`src/rtl/rr_grant_arbiter_pkg.sv`:
```
// Shared definitions for the round-robin grant arbiter and its neighbours.
// Latency: n/a (types and constants only).
// Backpressure: n/a.
// Contents: arbiter state encoding and the default requester/hold limits
// that the downstream one-hot encoder bench also relies on.
package rr_grant_arbiter_pkg;

   typedef enum logic {
      IDLE  = 1'b0,
      GRANT = 1'b1
   } arb_state_e;

   localparam int DEF_NUM_REQ  = 4;   // grant width expected by the 4-to-2 encoder
   localparam int DEF_MAX_HOLD = 8;   // hold limit while others wait; 0 = never preempt
   localparam int DEF_CNT_W    = 4;   // hold counter width, 2^CNT_W > MAX_HOLD

endpackage

```
`src/rtl/rr_grant_arbiter_pick.sv`:
```
// Rotate-priority selector: first set bit of cand after last_ptr, wrapping.
// Latency: purely combinational.
// Backpressure: none; win is all-zero when cand is empty.
// Ports: cand (candidate vector), last_ptr (previous winner index),
//        win (one-hot winner), win_idx (winner index for pointer update).
module rr_pick
   import rr_grant_arbiter_pkg::*;
#(
   parameter int NUM_REQ = DEF_NUM_REQ,
   parameter int PTR_W   = $clog2(NUM_REQ)
) (
   input  logic [NUM_REQ-1:0] cand,
   input  logic [PTR_W-1:0]   last_ptr,
   output logic [NUM_REQ-1:0] win,
   output logic [PTR_W-1:0]   win_idx
);

   int   pos;
   logic found;

   // Walk the positions last_ptr+1 .. last_ptr+NUM_REQ (mod NUM_REQ); the
   // previous winner is therefore examined last.
   always_comb begin
      win     = '0;
      win_idx = '0;
      found   = 1'b0;
      pos     = 0;
      for (int k = 1; k <= NUM_REQ; k++) begin
         pos = (int'(last_ptr) + k) % NUM_REQ;
         if (!found && cand[pos[PTR_W-1:0]]) begin
            found                 = 1'b1;
            win[pos[PTR_W-1:0]]   = 1'b1;
            win_idx               = pos[PTR_W-1:0];
         end
      end
   end

endmodule

```
`src/rtl/rr_grant_arbiter.sv`:
```
// Round-robin arbiter with registered one-hot grant and bounded hold time.
// Latency: one cycle from req to grant; winner switch on release has no idle cycle.
// Backpressure: a winner keeps its grant while req stays high, up to MAX_HOLD
//               cycles when another requester is waiting (then preempt pulses).
// Ports: clk, rst_n (async active-low), req[NUM_REQ], grant[NUM_REQ] (one-hot
//        or zero), grant_valid (= |grant), preempt (one-cycle timeout pulse).
module rr_grant_arbiter
   import rr_grant_arbiter_pkg::*;
#(
   parameter int NUM_REQ  = DEF_NUM_REQ,
   parameter int MAX_HOLD = DEF_MAX_HOLD,
   parameter int CNT_W    = DEF_CNT_W
) (
   input  logic               clk,
   input  logic               rst_n,
   input  logic [NUM_REQ-1:0] req,
   output logic [NUM_REQ-1:0] grant,
   output logic               grant_valid,
   output logic               preempt
);

   localparam int               PTR_W     = $clog2(NUM_REQ);
   localparam logic [PTR_W-1:0] PTR_RST   = PTR_W'(NUM_REQ - 1);
   localparam logic [CNT_W-1:0] HOLD_LAST = CNT_W'((MAX_HOLD == 0) ? 0 : MAX_HOLD - 1);
   localparam logic [CNT_W-1:0] CNT_SAT   = '1;

   arb_state_e         state_q, state_d;
   logic [NUM_REQ-1:0] grant_q, grant_d;
   logic               grant_valid_q, grant_valid_d;
   logic               preempt_q, preempt_d;
   logic [PTR_W-1:0]   last_ptr_q, last_ptr_d;
   logic [CNT_W-1:0]   hold_cnt_q, hold_cnt_d;

   logic [NUM_REQ-1:0] cand;
   logic [NUM_REQ-1:0] pick_win;
   logic [PTR_W-1:0]   pick_idx;
   logic               held;
   logic               others;
   logic               timeout;

   assign held    = |(req & grant_q);
   assign others  = |(req & ~grant_q);
   assign timeout = (MAX_HOLD != 0) && (hold_cnt_q == HOLD_LAST);

   // While the current winner still holds, only the other requesters are
   // eligible (preemption); otherwise everyone asking competes.
   assign cand = ((state_q == GRANT) && held) ? (req & ~grant_q) : req;

   rr_pick #(
      .NUM_REQ (NUM_REQ),
      .PTR_W   (PTR_W)
   ) u_pick (
      .cand     (cand),
      .last_ptr (last_ptr_q),
      .win      (pick_win),
      .win_idx  (pick_idx)
   );

   always_comb begin
      state_d    = state_q;
      grant_d    = grant_q;
      last_ptr_d = last_ptr_q;
      hold_cnt_d = hold_cnt_q;
      preempt_d  = 1'b0;

      case (state_q)
         IDLE: begin
            if (|req) begin
               grant_d    = pick_win;
               last_ptr_d = pick_idx;
               hold_cnt_d = '0;
               state_d    = GRANT;
            end
         end
         GRANT: begin
            if (!held) begin
               // Release: hand straight over, or fall back to idle.
               hold_cnt_d = '0;
               if (|req) begin
                  grant_d    = pick_win;
                  last_ptr_d = pick_idx;
               end else begin
                  grant_d = '0;
                  state_d = IDLE;
               end
            end else if (timeout && others) begin
               grant_d    = pick_win;
               last_ptr_d = pick_idx;
               hold_cnt_d = '0;
               preempt_d  = 1'b1;
            end else if (hold_cnt_q != CNT_SAT) begin
               hold_cnt_d = hold_cnt_q + 1'b1;
            end
         end
         default: begin
            grant_d = '0;
            state_d = IDLE;
         end
      endcase

      grant_valid_d = |grant_d;
   end

   always_ff @(posedge clk or negedge rst_n) begin
      if (!rst_n) begin
         state_q       <= IDLE;
         grant_q       <= '0;
         grant_valid_q <= 1'b0;
         preempt_q     <= 1'b0;
         last_ptr_q    <= PTR_RST;
         hold_cnt_q    <= '0;
      end else begin
         state_q       <= state_d;
         grant_q       <= grant_d;
         grant_valid_q <= grant_valid_d;
         preempt_q     <= preempt_d;
         last_ptr_q    <= last_ptr_d;
         hold_cnt_q    <= hold_cnt_d;
      end
   end

   assign grant       = grant_q;
   assign grant_valid = grant_valid_q;
   assign preempt     = preempt_q;

endmodule

```
`config.mk`:
```
export PLATFORM = sky130hd
export DESIGN_NAME = rr_grant_arbiter
export DESIGN_NICKNAME = d
export VERILOG_FILES = /design/src/rtl/rr_grant_arbiter_pkg.sv /design/src/rtl/rr_grant_arbiter_pick.sv /design/src/rtl/rr_grant_arbiter.sv
export SDC_FILE = /design/constraint.sdc
export NUM_CORES = 1
export LEC_CHECK = 0
export CORE_ASPECT_RATIO = 0.75
export CORE_MARGIN = 4
export CORE_UTILIZATION = 40
export DETAILED_ROUTE_END_ITERATION = 8
export GPL_ROUTABILITY_DRIVEN = 0
export SLEW_MARGIN = 20
export SYNTH_ARGS = -nofsm -noshare
export SYNTH_HDL_FRONTEND = slang
export SYNTH_SLANG_ARGS = --single-unit
```
`constraint.sdc`:
```
create_clock -name clk -period 4.5 [get_ports clk]
set_clock_uncertainty 0.2 [all_clocks]
set_input_delay 0.45 -clock clk [delete_from_list [all_inputs] [get_ports clk]]
set_output_delay 0.45 -clock clk [all_outputs]
set_load 0.005 [all_outputs]
```
# Yosys cells after proc, flatten, opt, wreduce, memory -nomap -nowiden
# Index checks and enable logic that the tools add are counted.
# totals
regBits	13
in_bits	6
output_inout_bits	6
# classes
add_sub_neg	5
order_cmp	8
n_eq_ne	5
muxes	48
n_bitwise	7
reduce_logical	17
# op_table
cell	n
4-bit 2-to-1 mux	13
1-bit 2-to-1 mux	16
4-bit case mux with 2 select lines	2
4-bit OR reduction	4
2-bit 2-to-1 mux	7
2-bit by 3-bit less-than comparator with 1-bit output (second input constant)	4
4-bit OR	3
1-bit logical AND	9
4-bit bitwise AND	2
1-bit binary-select mux with 2-bit select	4
1-bit demux with 2-bit select	4
2-bit by 1-bit >= comparator with 1-bit output (second input constant)	4
2-bit by 1-bit adder with 2-bit output (second input constant)	2
2-bit adder (second input constant)	2
4-bit by 1-bit adder with 4-bit output (second input constant)	1
4-bit by 3-bit equality test with 1-bit output (second input constant)	1
4-bit by 2-bit != test with 1-bit output (second input constant)	1
4-bit != test (second input constant)	1
4-bit inverter	1
2-bit case mux with 2 select lines	1
1-bit zero test	3
3-bit by 2-bit != test with 1-bit output (second input constant)	1
2-bit != test (second input constant)	1
1-bit case mux with 2 select lines	1
2 further kinds	2

# Longest topological paths before layout
# logic_depth
depth_word	20
ltp_mapped	9

# Hierarchy
# From an unflattened synthesis, not the netlist that was laid out.
# unflattened
cells_unflattened	129
hier_area_um2	1248.7
# by_module_without_submodules
mod	instances	cells_each	area_per_inst_um2
rr_grant_arbiter	1	61	703.2
rr_pick	1	68	545.5

# Worst setup path after synthesis
# No wires, ideal clock.
# synth_path
kind	flip-flop to flip-flop
from	register last_ptr_q[0]
to	register grant_valid_q, in the netlist grant_valid
arrival_time_ps	2870
path_slack_ps	1292
path_stages_with_launch	9
path_buffers	1
cell_sequence	dfstp_2 -> inv_1 -> ha_1 -> clkbuf_1 -> mux4_2 -> nand2_1 -> o311ai_1 -> a211o_1 -> or4_1
# synth_between
elab_chain_cells	17
word_cells_on_any_way	54
# synth_rtl
element	line_no	text
start: declaration	rr_grant_arbiter.sv:31	logic [PTR_W-1:0] last_ptr_q, last_ptr_d;
start signal: assignment	rr_grant_arbiter.sv:117	last_ptr_q <= last_ptr_d;
parallel branches: the longest is 12 deep, another holds 2-bit by 3-bit less-than comparator with 1-bit output	--	
4-bit 2-to-1 mux (*)	rr_grant_arbiter_pick.sv:30	if (!found && cand[pos[PTR_W-1:0]]) begin
4-bit 2-to-1 mux, on equally long branches	rr_grant_arbiter.sv:79, rr_grant_arbiter.sv:86	
4-bit 2-to-1 mux	rr_grant_arbiter.sv:76	if (!held) begin
4-bit case mux with 2 select lines (*)	rr_grant_arbiter.sv:66	case (state_q)
net grant_d[2]	rr_grant_arbiter.sv:28	logic [NUM_REQ-1:0] grant_q, grant_d;
4-bit OR reduction (*)	rr_grant_arbiter.sv:101	grant_valid_d = |grant_d;
net grant_valid_d	rr_grant_arbiter.sv:29	logic grant_valid_q, grant_valid_d;
end signal: assignment	rr_grant_arbiter.sv:115	grant_valid_q <= grant_valid_d;
end: declaration	rr_grant_arbiter.sv:29	
# Mark *: on every way through the listed nets, which the timed path passes. The select of a mux whose other input is x is not followed.
# A chain may end at the register's enable or synchronous reset.

# Final worst setup path
# Same ends and word-level chain as after synthesis.

==> impl_metrics.csv <==
group,metric,value,unit
worst_setup_path,critical_path.max_fanout,10,
floorplan,initial_utilization,0.4147,
sta,maxSlewHeadroom,0.5802,
global_routing,grt_pass1_vias,1022,
min_path,hp-start,"hold_cnt_q[2]",
min_path,min-delay-path-class,"flip-flop to flip-flop",
cells_and_area,layoutNonFillerInstCount,180,
detailed_routing,drt-initial-drc-count,121,
synth,synth_edf_count,0,
clock_tree,cts-root-buf,"clkbuf_8",
floorplan,ios,12,
clock_tree,htree_levels,1,
detailed_routing,vias_per_cell,6.367,
worst_setup_path,critPathCaptureType,"flip-flop",
cells_and_area,layout_commonest_cell,"nand2_1",
pwr,power_density,644.4,nW/um^2
pwr,ir_worst_vdd,0.2160,mV
synth,syn-cell-area,1217,um^2
clock_tree,clockBufferDepth,2,
cells_and_area,fillers,287,
detailed_routing,finalWirelength,2999,um
clock_tree,tritoncts,"yes",
clock_tree,cts_resized,0,
flow_run,drv_cap,0,
clock_tree,path_clk_slew,0.06,ns
clock_tree,post-cts-setup-buffer-count,0,
floorplan,die_h,55.78,um
cells_and_area,drive_above_1_share,0.1408,
synth,yosys.area.top_type_share,0.2261,
synth,synth_cell_types,43,
min_path,min_path_cells,1,
sta,final_hold_viol_count,0,
detailed_routing,top_layer,"met4",
worst_setup_path,worstReg2RegEnd,"grant_valid",
clock_tree,ctsHoldBuffers,0,
detailed_routing,vias,1146,
sta,whs,0.3585,ns
floorplan,die_area,3999,um^2
detailed_routing,drtAntennaViolNets,0,
worst_setup_path,arrival,3.26,ns
sta,rsz0062_at_grt,"false",
placement,hpwl,2253,um
synth,async_flop_share,1.000,
status,status,"complete, no violations",
cells_and_area,antenna_cells,0,
floorplan,placementRows,17,
sta,period_needed,3.357,ns
floorplan,die_w,71.70,um
cells_and_area,most-common-layout-cells,"14 x nand2_1, 11 x nor2b_1, 11 x dfrtp_1, 11 x clkdlybuf4s50_1, 8 x ha_1",
sta,finalSetupViolations,0,
cells_and_area,fin_nets,157,
synth,synth_seq_cells,13,
pwr,leakage,0.5805,nW
synth,synth-main-ff-cell,"dfrtp_1",
cells_and_area,final_area,1394,um^2
sta,max_freq,0.2979,GHz
sta,min_period_over_period,0.7460,
clock_tree,numCtsBuffers,3,
clock_tree,clock_latency,0.25,ns
worst_setup_path,worst-r2r-setup-slack,1.14,ns
pwr,finalPower,0.8982,mW
placement,placed_area,1349,um^2
synth,ys_warn_count,0,
placement,port-buffer-count,11,
detailed_routing,drt-wirelength-per-cell,16.66,um
cells_and_area,areaGrowthSynthToFinish,14.49,%
synth,avgSynthCellArea,9.365,um^2
synth,syn-num-nets,144,
global_routing,grt_first_pass_wirelength,4995,um
sta,tightest_slew,0.6278,ns
worst_setup_path,reg2reg_from,"last_ptr_q[0]",
global_routing,grt_antenna_before_repair,0,
sta,timing.setup.tns,0,ns
worst_setup_path,startpoint_type,"flip-flop",
detailed_routing,wl_met1,1514,um
synth,yosysSeqAreaShare,0.2693,
global_routing,grt_overflow,0,
global_routing,grt_max_degree,14,
synth,synth_top_cell_by_area,"dfrtp_1",
detailed_routing,wl_met2,1194,um
floorplan,core,2935,um^2
worst_setup_path,critPathKind,"flip-flop to flip-flop",
detailed_routing,dr_wl_met3,282,um
placement,dp_cells,176,
sta,final_max_slew_viol_count,0,
worst_setup_path,required,4.41,ns
min_path,whs_endpoint,"hold_cnt_q[2]",
clock_tree,cts_sinks,13,
synth,synthTopCellsByArea,"dfrtp_1 23%, ha_1 8.2%, nor2b_1 5.7%",
worst_setup_path,rr_worst_depth,7,
global_routing,track_usage,0.1529,
detailed_routing,drcViolationCount,0,
synth,syn_inst,130,
detailed_routing,firstDrtPassIters,4,
-- Yosys cell counts, drive strengths merged, types with 3 or more instances --
library cell and count:
nand2 14, dfrtp 11, nor2b 11, ha 8, inv 7, a211oi 6, nor2 6, a21bo 5
a211o 4, a21boi 4, a221oi 4, a22o 4, a32oi 4, o311ai 4, nand4 3, o21ai 3
-- sequential cells by signal, summed over array words and instances, names as in the netlist --
name         flops
hold_cnt_q       4
grant            4
state_q          1
grant_valid      1
preempt          1
last_ptr_q       2
-- through the flow --
| step | util | setup WS [ns] |
|---|---|---|
| floorplan | - | 1.292 |
| global placement | 0.4595 | 1.296 |
| detailed placement | 0.4595 | 1.207 |
| CTS | 0.4749 | 1.174 |
| global route | 0.4749 | 1.036 |
| finish | 0.4749 | 1.143 |
-- metal layers --
metal / global-route usage / up-vias
met5: 0 / -
li1: - / 533
met4: 0.01609 / 0
met1: 0.2472 / 547
met2: 0.2081 / 64
met3: 0.03430 / 2
-- power breakdown --
group          total, mW  switching (mW)  leakage [nW]  internal [mW]
Sequential         0.223          0.0588         0.163          0.164
Combinational      0.569           0.313         0.395          0.256
Clock              0.106          0.0435        0.0228         0.0625
-- worst max-delay path by stage --
stage / start / endpoint / slack, ns / cells after the start
floorplan: last_ptr_q[0] / grant_valid / 1.29 / 8
global placement: last_ptr_q[0] / grant_valid / 1.30 / 7
detailed placement: last_ptr_q[0] / grant_valid / 1.21 / 7
CTS: last_ptr_q[0] / grant_valid / 1.17 / 7
global route: last_ptr_q[0] / grant_valid / 1.04 / 7
finish: last_ptr_q[0] / grant_valid / 1.14 / 7
-- critical path, cell delays in order (launching register included) --
cell	delay [ns]
dfstp_2	0.62
inv_1	0.20
ha_1	0.56
mux4_2	0.60
nand2_1	0.10
o311ai_1	0.10
a211o_1	0.32
or4_1	0.52
-- layout make-up --
class | instances | area, um^2 | share of cell area
repair buffers | 11 | 110.1 | 0.07899
inverters | 7 | 26.28 | 0.01885
multi-input cells | 107 | 837.1 | 0.6005
well taps | 38 | 47.55 | 0.03411
flip-flops and latches | 13 | 327.8 | 0.2352
clock buffers | 4 | 45.04 | 0.03232
-- logic make-up after synthesis --
family                     count (synthesis)  share of synthesized area
buffers and inverters                     10                    0.04317
xor gates and xnor gates                   2                    0.01439
adders and majority gates                  8                    0.08222
muxes                                      5                    0.06372
AOI/OAI and AO/OA                         48                     0.3402
and+or+nand+nor                           44                     0.1871
DFF                                       13                     0.2693
Note: power is estimated with default switching activity, not from simulation.
